`src/rtl/hit_event_arbiter.sv`:
```
// Latches per-source hit events and delivers at most one per frame to the mover as a
// 1-cycle collision pulse with its edge code; sources are served round-robin.
//   state    | meaning
//   IDLE_ST  | disabled, no grants, pending events kept
//   ARB_ST   | search for first pending source from the rr pointer
//   GRANT_ST | collision pulse carrying the winner's edge code
//   HOLD_ST  | wait for the next startOfFrame
module hit_event_arbiter #(
  parameter int NUM_SRC = 4,
  parameter int ID_W    = 2,
  parameter int DROP_W  = 8
) (
  input  logic                 clk,
  input  logic                 reset,
  input  logic                 startOfFrame,
  input  logic                 enable,
  input  logic [NUM_SRC-1:0]   hit_req,
  input  logic [4*NUM_SRC-1:0] hit_edge,
  output logic                 collision,
  output logic [3:0]           HitEdgeCode,
  output logic [ID_W-1:0]      grant_id,
  output logic [NUM_SRC-1:0]   pending,
  output logic [DROP_W-1:0]    dropped_cnt
);

  typedef enum logic [1:0] {IDLE_ST, ARB_ST, GRANT_ST, HOLD_ST} state_t;

  state_t             state, state_nxt;
  logic [3:0]         edge_reg [NUM_SRC];
  logic [ID_W-1:0]    rr_ptr, pick, rr_nxt;
  logic               found, load_win;
  logic [ID_W:0]      idx;
  logic [NUM_SRC-1:0] gnt_vec, merge_vec;
  logic [DROP_W:0]    merge_n, drop_sum;

  // Round-robin search: first pending source at or above rr_ptr, wrapping.
  always_comb begin
    found = 1'b0;
    pick  = '0;
    idx   = '0;
    for (int j = 0; j < NUM_SRC; j++) begin
      idx = {1'b0, rr_ptr} + (ID_W+1)'(j);
      if (idx >= (ID_W+1)'(NUM_SRC)) idx = idx - (ID_W+1)'(NUM_SRC);
      if (!found && pending[idx[ID_W-1:0]]) begin
        found = 1'b1;
        pick  = idx[ID_W-1:0];
      end
    end
    rr_nxt = (pick == ID_W'(NUM_SRC-1)) ? '0 : pick + 1'b1;
  end

  always_comb begin
    state_nxt = state;
    load_win  = 1'b0;
    case (state)
      IDLE_ST:  if (enable) state_nxt = ARB_ST;
      ARB_ST: begin
        if (!enable) begin
          state_nxt = IDLE_ST;
        end else if (found) begin
          state_nxt = GRANT_ST;
          load_win  = 1'b1;
        end
      end
      GRANT_ST: state_nxt = HOLD_ST;
      HOLD_ST:  if (startOfFrame) state_nxt = enable ? ARB_ST : IDLE_ST;
      default:  state_nxt = IDLE_ST;
    endcase
  end

  // Every merged event counts once, even when several sources merge in one cycle.
  always_comb begin
    gnt_vec   = '0;
    merge_vec = '0;
    merge_n   = '0;
    for (int i = 0; i < NUM_SRC; i++) begin
      gnt_vec[i]   = (state == GRANT_ST) && (grant_id == ID_W'(i));
      merge_vec[i] = hit_req[i] && pending[i] && !gnt_vec[i];
      merge_n      = merge_n + (DROP_W+1)'(merge_vec[i]);
    end
    drop_sum = {1'b0, dropped_cnt} + merge_n;
  end

  always_ff @(posedge clk) begin
    if (reset) begin
      state       <= IDLE_ST;
      rr_ptr      <= '0;
      grant_id    <= '0;
      pending     <= '0;
      dropped_cnt <= '0;
      for (int i = 0; i < NUM_SRC; i++) edge_reg[i] <= 4'b0;
    end else begin
      state       <= state_nxt;
      dropped_cnt <= drop_sum[DROP_W] ? '1 : drop_sum[DROP_W-1:0];
      if (load_win) begin
        grant_id <= pick;
        rr_ptr   <= rr_nxt;
      end
      for (int i = 0; i < NUM_SRC; i++) begin
        if (gnt_vec[i]) begin
          if (hit_req[i]) begin
            edge_reg[i] <= hit_edge[4*i +: 4];
          end else begin
            pending[i]  <= 1'b0;
            edge_reg[i] <= 4'b0;
          end
        end else if (hit_req[i]) begin
          pending[i]  <= 1'b1;
          edge_reg[i] <= pending[i] ? (edge_reg[i] | hit_edge[4*i +: 4]) : hit_edge[4*i +: 4];
        end
      end
    end
  end

  assign collision   = (state == GRANT_ST);
  assign HitEdgeCode = collision ? edge_reg[grant_id] : 4'b0;

endmodule

```
`config.mk`:
```
export PLATFORM = sky130hd
export DESIGN_NAME = hit_event_arbiter
export DESIGN_NICKNAME = d
export VERILOG_FILES = /design/src/rtl/hit_event_arbiter.sv
export SDC_FILE = /design/constraint.sdc
export NUM_CORES = 1
export LEC_CHECK = 0
export CORE_UTILIZATION = 55
export CTS_CLUSTER_SIZE = 20
export DETAILED_ROUTE_END_ITERATION = 6
export GPL_ROUTABILITY_DRIVEN = 1
export GPL_TIMING_DRIVEN = 0
export PLACE_DENSITY = 0.85
export SLEW_MARGIN = 20
export SYNTH_ARGS = -nofsm -noshare
export SYNTH_HDL_FRONTEND = slang
export SYNTH_SLANG_ARGS = --single-unit
```
`constraint.sdc`:
```
create_clock -name clk -period 6.8 [get_ports clk]
set_input_delay 1.02 -clock clk [delete_from_list [all_inputs] [get_ports clk]]
set_output_delay 1.02 -clock clk [all_outputs]
set_load 0.02 [all_outputs]
```
Word-level counts from Yosys, hierarchy flattened. Memory sizes are Yosys's and may differ from the RTL's. A register that Yosys moved wholly into a read port is not among the register bits. Index checks and enable logic that the tools add are counted.

Register bits: 18. Bits in latches: 0. Bits in writable memories: 16. ROM bits: 0. Input bits: 24. Output and inout bits: 19. Logic and storage cells: 200. Memories kept: 1.

Add/sub/neg operators: 12. Multiply operators: 0. Div/mod/pow operators: 0. Magnitude comparators: 8. Eq/ne operators: 14. Shift operators: 0. Mux-type cells: 108. Bitwise gates (word level): 16. Reductions and logical operators: 33.

Memories: edge_reg (words 4, bits a word 4, rd ports 5, clocked after Yosys merged registers in 1, write ports 4, RTL line 29) `logic [3:0] edge_reg [NUM_SRC];`.

Operators with widths (number): $mux W1 (70); $mux W4 (17); $mux W2 (15); $or A4 B4 Y4 (4); $logic_and A1 B1 Y1 (15); $lt A2 B3 Y1 const B (4); $ne A2 B2 Y1 const B (6); $or A1 B1 Y1 (12); $eq A2 B2 Y1 const B (5); $add A8 B4 Y9 (1); $ge A3 B3 Y1 const B (3); $bmux W1 S2 (4); $mux W8 (1); $pmux W2 S4 (1); $reduce_and A2 Y1 (4); $reduce_bool A2 Y1 (4); $sub A2 B1 Y2 const B (4); $logic_not A1 Y1 (7); $add A2 B2 Y3 const B (2); $add A3 B1 Y4 (1); $eq A2 B1 Y1 const B (2); $logic_not A2 Y1 (2); $add A2 B1 Y3 (1); $add A2 B1 Y3 const B (1); 5 further kinds (5).

Logic depth before layout (Yosys ltp).
Depth in word-level cells: 19. Mapped depth: 11.

Least setup slack after synthesis. OpenSTA, ideal clock, no wires.

Kind: input to register. Start: input port hit_req[0]. End: register dropped_cnt[0]. Library setup time: 0.071 ns. Arrival time: 2.832 ns. Required time: 6.729 ns. Slack: 3.897 ns. Stages: 8. Path through: nand3_1 -> fa_1 -> fa_1 -> inv_1 -> fa_1 -> and2_1 -> nand4_1 -> a21oi_1.

Cells in the longest elaborated chain, start to end: 7.

Ends and longest elaborated chain: start, declared (RTL line 17) `input logic [NUM_SRC-1:0] hit_req,`; $logic_and A1 B1 Y1 (2 in series) (RTL line 78) `merge_vec[i] = hit_req[i] && pending[i] && !gnt_vec[i];`; $add A1 B1 Y2 (RTL line 79) `merge_n = merge_n + (DROP_W+1)'(merge_vec[i]);`; $add A2 B1 Y3 (RTL line 79); $add A3 B1 Y4 (RTL line 79); $add A8 B4 Y9 (RTL line 81) `drop_sum = {1'b0, dropped_cnt} + merge_n;`; $mux W8 (RTL line 94) `dropped_cnt <= drop_sum[DROP_W] ? '1 : drop_sum[DROP_W-1:0];`; end signal, assigned (RTL line 94); end, declared (RTL line 23) `output logic [DROP_W-1:0] dropped_cnt`.

Every way passes these cells. A chain may end at the register's enable or synchronous reset.

Worst setup path in the final report.
Start: input port hit_req[0]. End: register dropped_cnt[1].

Same word-level chain as after synthesis.

==> impl_metrics.json <==
{
  "ff2ff_setup_slack_ns": 3.81,
  "status": "completed",
  "worst-path-buf-inv": 2,
  "synth_cell_type_count": 45,
  "ys_ff_latch": 36,
  "setup.worst_path.end": "dropped_cnt[1]",
  "netSwitchingFraction_pct": 26.1,
  "start_util_pct": 57.7,
  "p_int_w": 0.000406,
  "n_antenna_cell": 0,
  "grt_util_all_layers_pct": 23.5,
  "final_cells": 315,
  "grt_pass1_vias": 1628,
  "start_kind": "primary input",
  "postCtsHoldBufs": 0,
  "path_delay_family": "adder cells",
  "root_buffer": "clkbuf_8",
  "syn_inst": 218,
  "hp-start": "state[0]",
  "grt_max_degree": 12,
  "syn_area_mm2": 0.00213,
  "detail_route.vias_per_cell": 5.68,
  "nNetsFinal": 306,
  "skew_ns": 0.00534,
  "r2r-end": "dropped_cnt[1]",
  "die-area_mm2": 0.00412,
  "avgSynthCellArea_um2": 9.76,
  "final-setup-viol-count": 0,
  "hold_violations": 0,
  "final_common_cell": "clkdlybuf4s50_1",
  "fin_crit_ns": 3.42,
  "slew_headroom_pct": 66.2,
  "synth-seq-area-share_pct": 41.4,
  "post_cts_buffers": 0,
  "dp_hpwl_mm": 3.49,
  "critPathSlowestCell": "clkdlybuf4s50_1",
  "ant_nets": 0,
  "yosys_warnings": 0,
  "regToRegStartpoint": "state[0]",
  "drive_above_1_share_pct": 7.87,
  "clkPwrFrac_pct": 33.8,
  "finalHoldWorstSlack_ns": 0.495,
  "cp-end-kind": "flip-flop",
  "max_clock_freq_mhz": 293,
  "vias": 1789,
  "hold_class": "reg -> reg",
  "crit_chain": "clkdlybuf4s50_1 -> nand3_1 -> fa_1 -> fa_1 -> inv_1 -> fa_1 -> and2_1 -> nand4_1 -> a21oi_1",
  "drv_slew": 0,
  "ir_drop_mv": 0.129,
  "comb_power_share_pct": 19.4,
  "clock-sinks": 36,
  "cp.depth": 9,
  "gp_congestion": 0.776,
  "p_leak_nw": 1.11,
  "finalCritPeriodShare_pct": 50.3,
  "clk_latency_ns": 0.29,
  "setup_tns_ns": 0,
  "crit_arrival_ns": 3.64,
  "required_ns": 7.02,
  "layout_common_cells": "clkdlybuf4s50_1, inv_1, nor2_1, dfxtp_1, edfxtp_1",
  "reg2reg_depth": 10,
  "clkTransAtPathRegs_ns": 0.07,
  "critPathMostFrequentCell": "fa_1",
  "antenna_found_initial": 0,
  "synth_edf_count": 16,
  "ios": 43,
  "routedWlPerCell_um": 14.4,
  "io_buffers": 41,
  "num_rows": 22,
  "core_mm2": 0.00369,
  "die_h_um": 64.2,
  "cts_buffers": 5,
  "dp_cells": 307,
  "tightest_slew_ns": 0.507,
  "post_cts_resized": 0,
  "area_growth_syn_to_layout_pct": 27.2,
  "crit_path_start": "hit_req[0]",
  "p_sw_w": 0.000144,
  "h-tree-depth": 2,
  "cap_violations": 0,
  "seqPwrFrac_pct": 46.8,
  "wl_mm": 4.53,
  "firstDrtPassIters": 4,
  "globalRouteOverflowTotal": 0,
  "rsz0062_at_grt": "no",
  "cp_max_fo": 5,
  "cpPeakStageDelay_ns": 0.53,
  "crit_type": "in -> reg",
  "cts_tree": "built",
  "clk_path_buf_depth": 2,
  "synth_ff_type": "dfxtp_1",
  "drtIter0Drc": 96,
  "synth_fp_nets": 258,
  "grt_first_pass_wirelength_mm": 7.27,
  "power_density_mw_per_mm2": 203,
  "ys_async_sr_fraction_pct": 0,
  "die_w_um": 64.2,
  "drc": 0
}
[routing by layer]
layer  vias up  global-route usage, %  wire [µm]
met5         -                      0          0
met4         0                   10.3        100
met3         7                   5.54        266
met2        50                   39.8       2240
met1       837                   28.5       1930
li1        895                      -          -
[through the flow]
stage	total power, W	area, µm²	utilization, %	worst slack [ns]
2_1_floorplan	0.000323	2130	-	3.90
3_3_place_gp	0.000365	2600	70.4	3.10
3_5_place_dp	0.000368	2600	70.4	3.05
4_1_cts	0.000551	2710	73.3	3.36
5_1_grt	0.000575	2710	73.3	3.23
6_report	0.000550	2710	73.3	3.38
[worst reg2reg max path, cell delays in order (launching register included)]
cell and delay (ns):
dfxtp_1 0.33, nand2b_1 0.16, or3_1 0.38, nand3_1 0.16
fa_1 0.46, fa_1 0.46, inv_1 0.08, fa_1 0.24
and2_1 0.21, nand4_1 0.24, a21oi_1 0.20
[kinds of logic (layout without fill, tap and decap cells)]
group	count (synthesis)	count (layout)	share of synthesized area, %
adders and majority gates	16	16	10.5
buffers and inverters	28	77	5.41
muxes	8	8	6.35
AOI/OAI and AO/OA	51	51	16.9
xor gates and xnor gates	3	3	1.24
and+or+nand+nor	76	76	18.2
DFF	36	36	41.4
[synth_stat cells, types with 2 or more instances]
cell,instances,area (µm²)
inv_1,21,78.8
nor2_1,21,78.8
dfxtp_1,20,400
edfxtp_1,16,480
a21oi_1,13,65.1
ha_1,13,163
a22oi_1,11,82.6
nand2_1,11,41.3
a211oi_1,7,52.6
nand3_1,7,35.0
nor3_1,7,35.0
and3_1,6,37.5
and2_1,5,31.3
a22o_1,4,35.0
mux4_2,4,90.1
nand3b_1,4,30.0
or2_2,4,25.0
a31oi_1,3,18.8
clkbuf_1,3,11.3
fa_1,3,60.1
mux2i_1,3,30.0
nor2b_1,3,18.8
o21ai_0,3,15.0
buf_2,2,10.0
nand2b_1,2,12.5
or3_1,2,12.5
xor2_1,2,17.5
[area by class of cell]
type	count	area, µm²
Buffer	6	32.5
Clock buffer	6	72.6
Clock inverter	2	35.0
Fill cell	292	983
Inverter	22	82.6
Multi-Input combinational cell	154	1130
Sequential cell	36	881
Tap cell	48	60.1
Timing Repair Buffer	41	410
[how the worst min path moves through the flow]
stage	to	slack [ns]	cells past startpoint
finish	state[0]	0.50	1
global route	dropped_cnt[4]	0.52	1
detailed placement	dropped_cnt[4]	0.49	1
CTS	dropped_cnt[4]	0.50	1
floorplan	state[0]	0.45	1
global placement	state[0]	0.48	1
[power groups by stage]
stage | registers [W] | logic (W) | clock network, W
2_1_floorplan | 0.000265 | 0.0000581 | 0
3_3_place_gp | 0.000262 | 0.000104 | 0
3_5_place_dp | 0.000262 | 0.000106 | 0
4_1_cts | 0.000257 | 0.000107 | 0.000187
5_1_grt | 0.000259 | 0.000118 | 0.000197
6_report | 0.000257 | 0.000107 | 0.000186
Note: power is estimated with default switching activity, not from simulation.
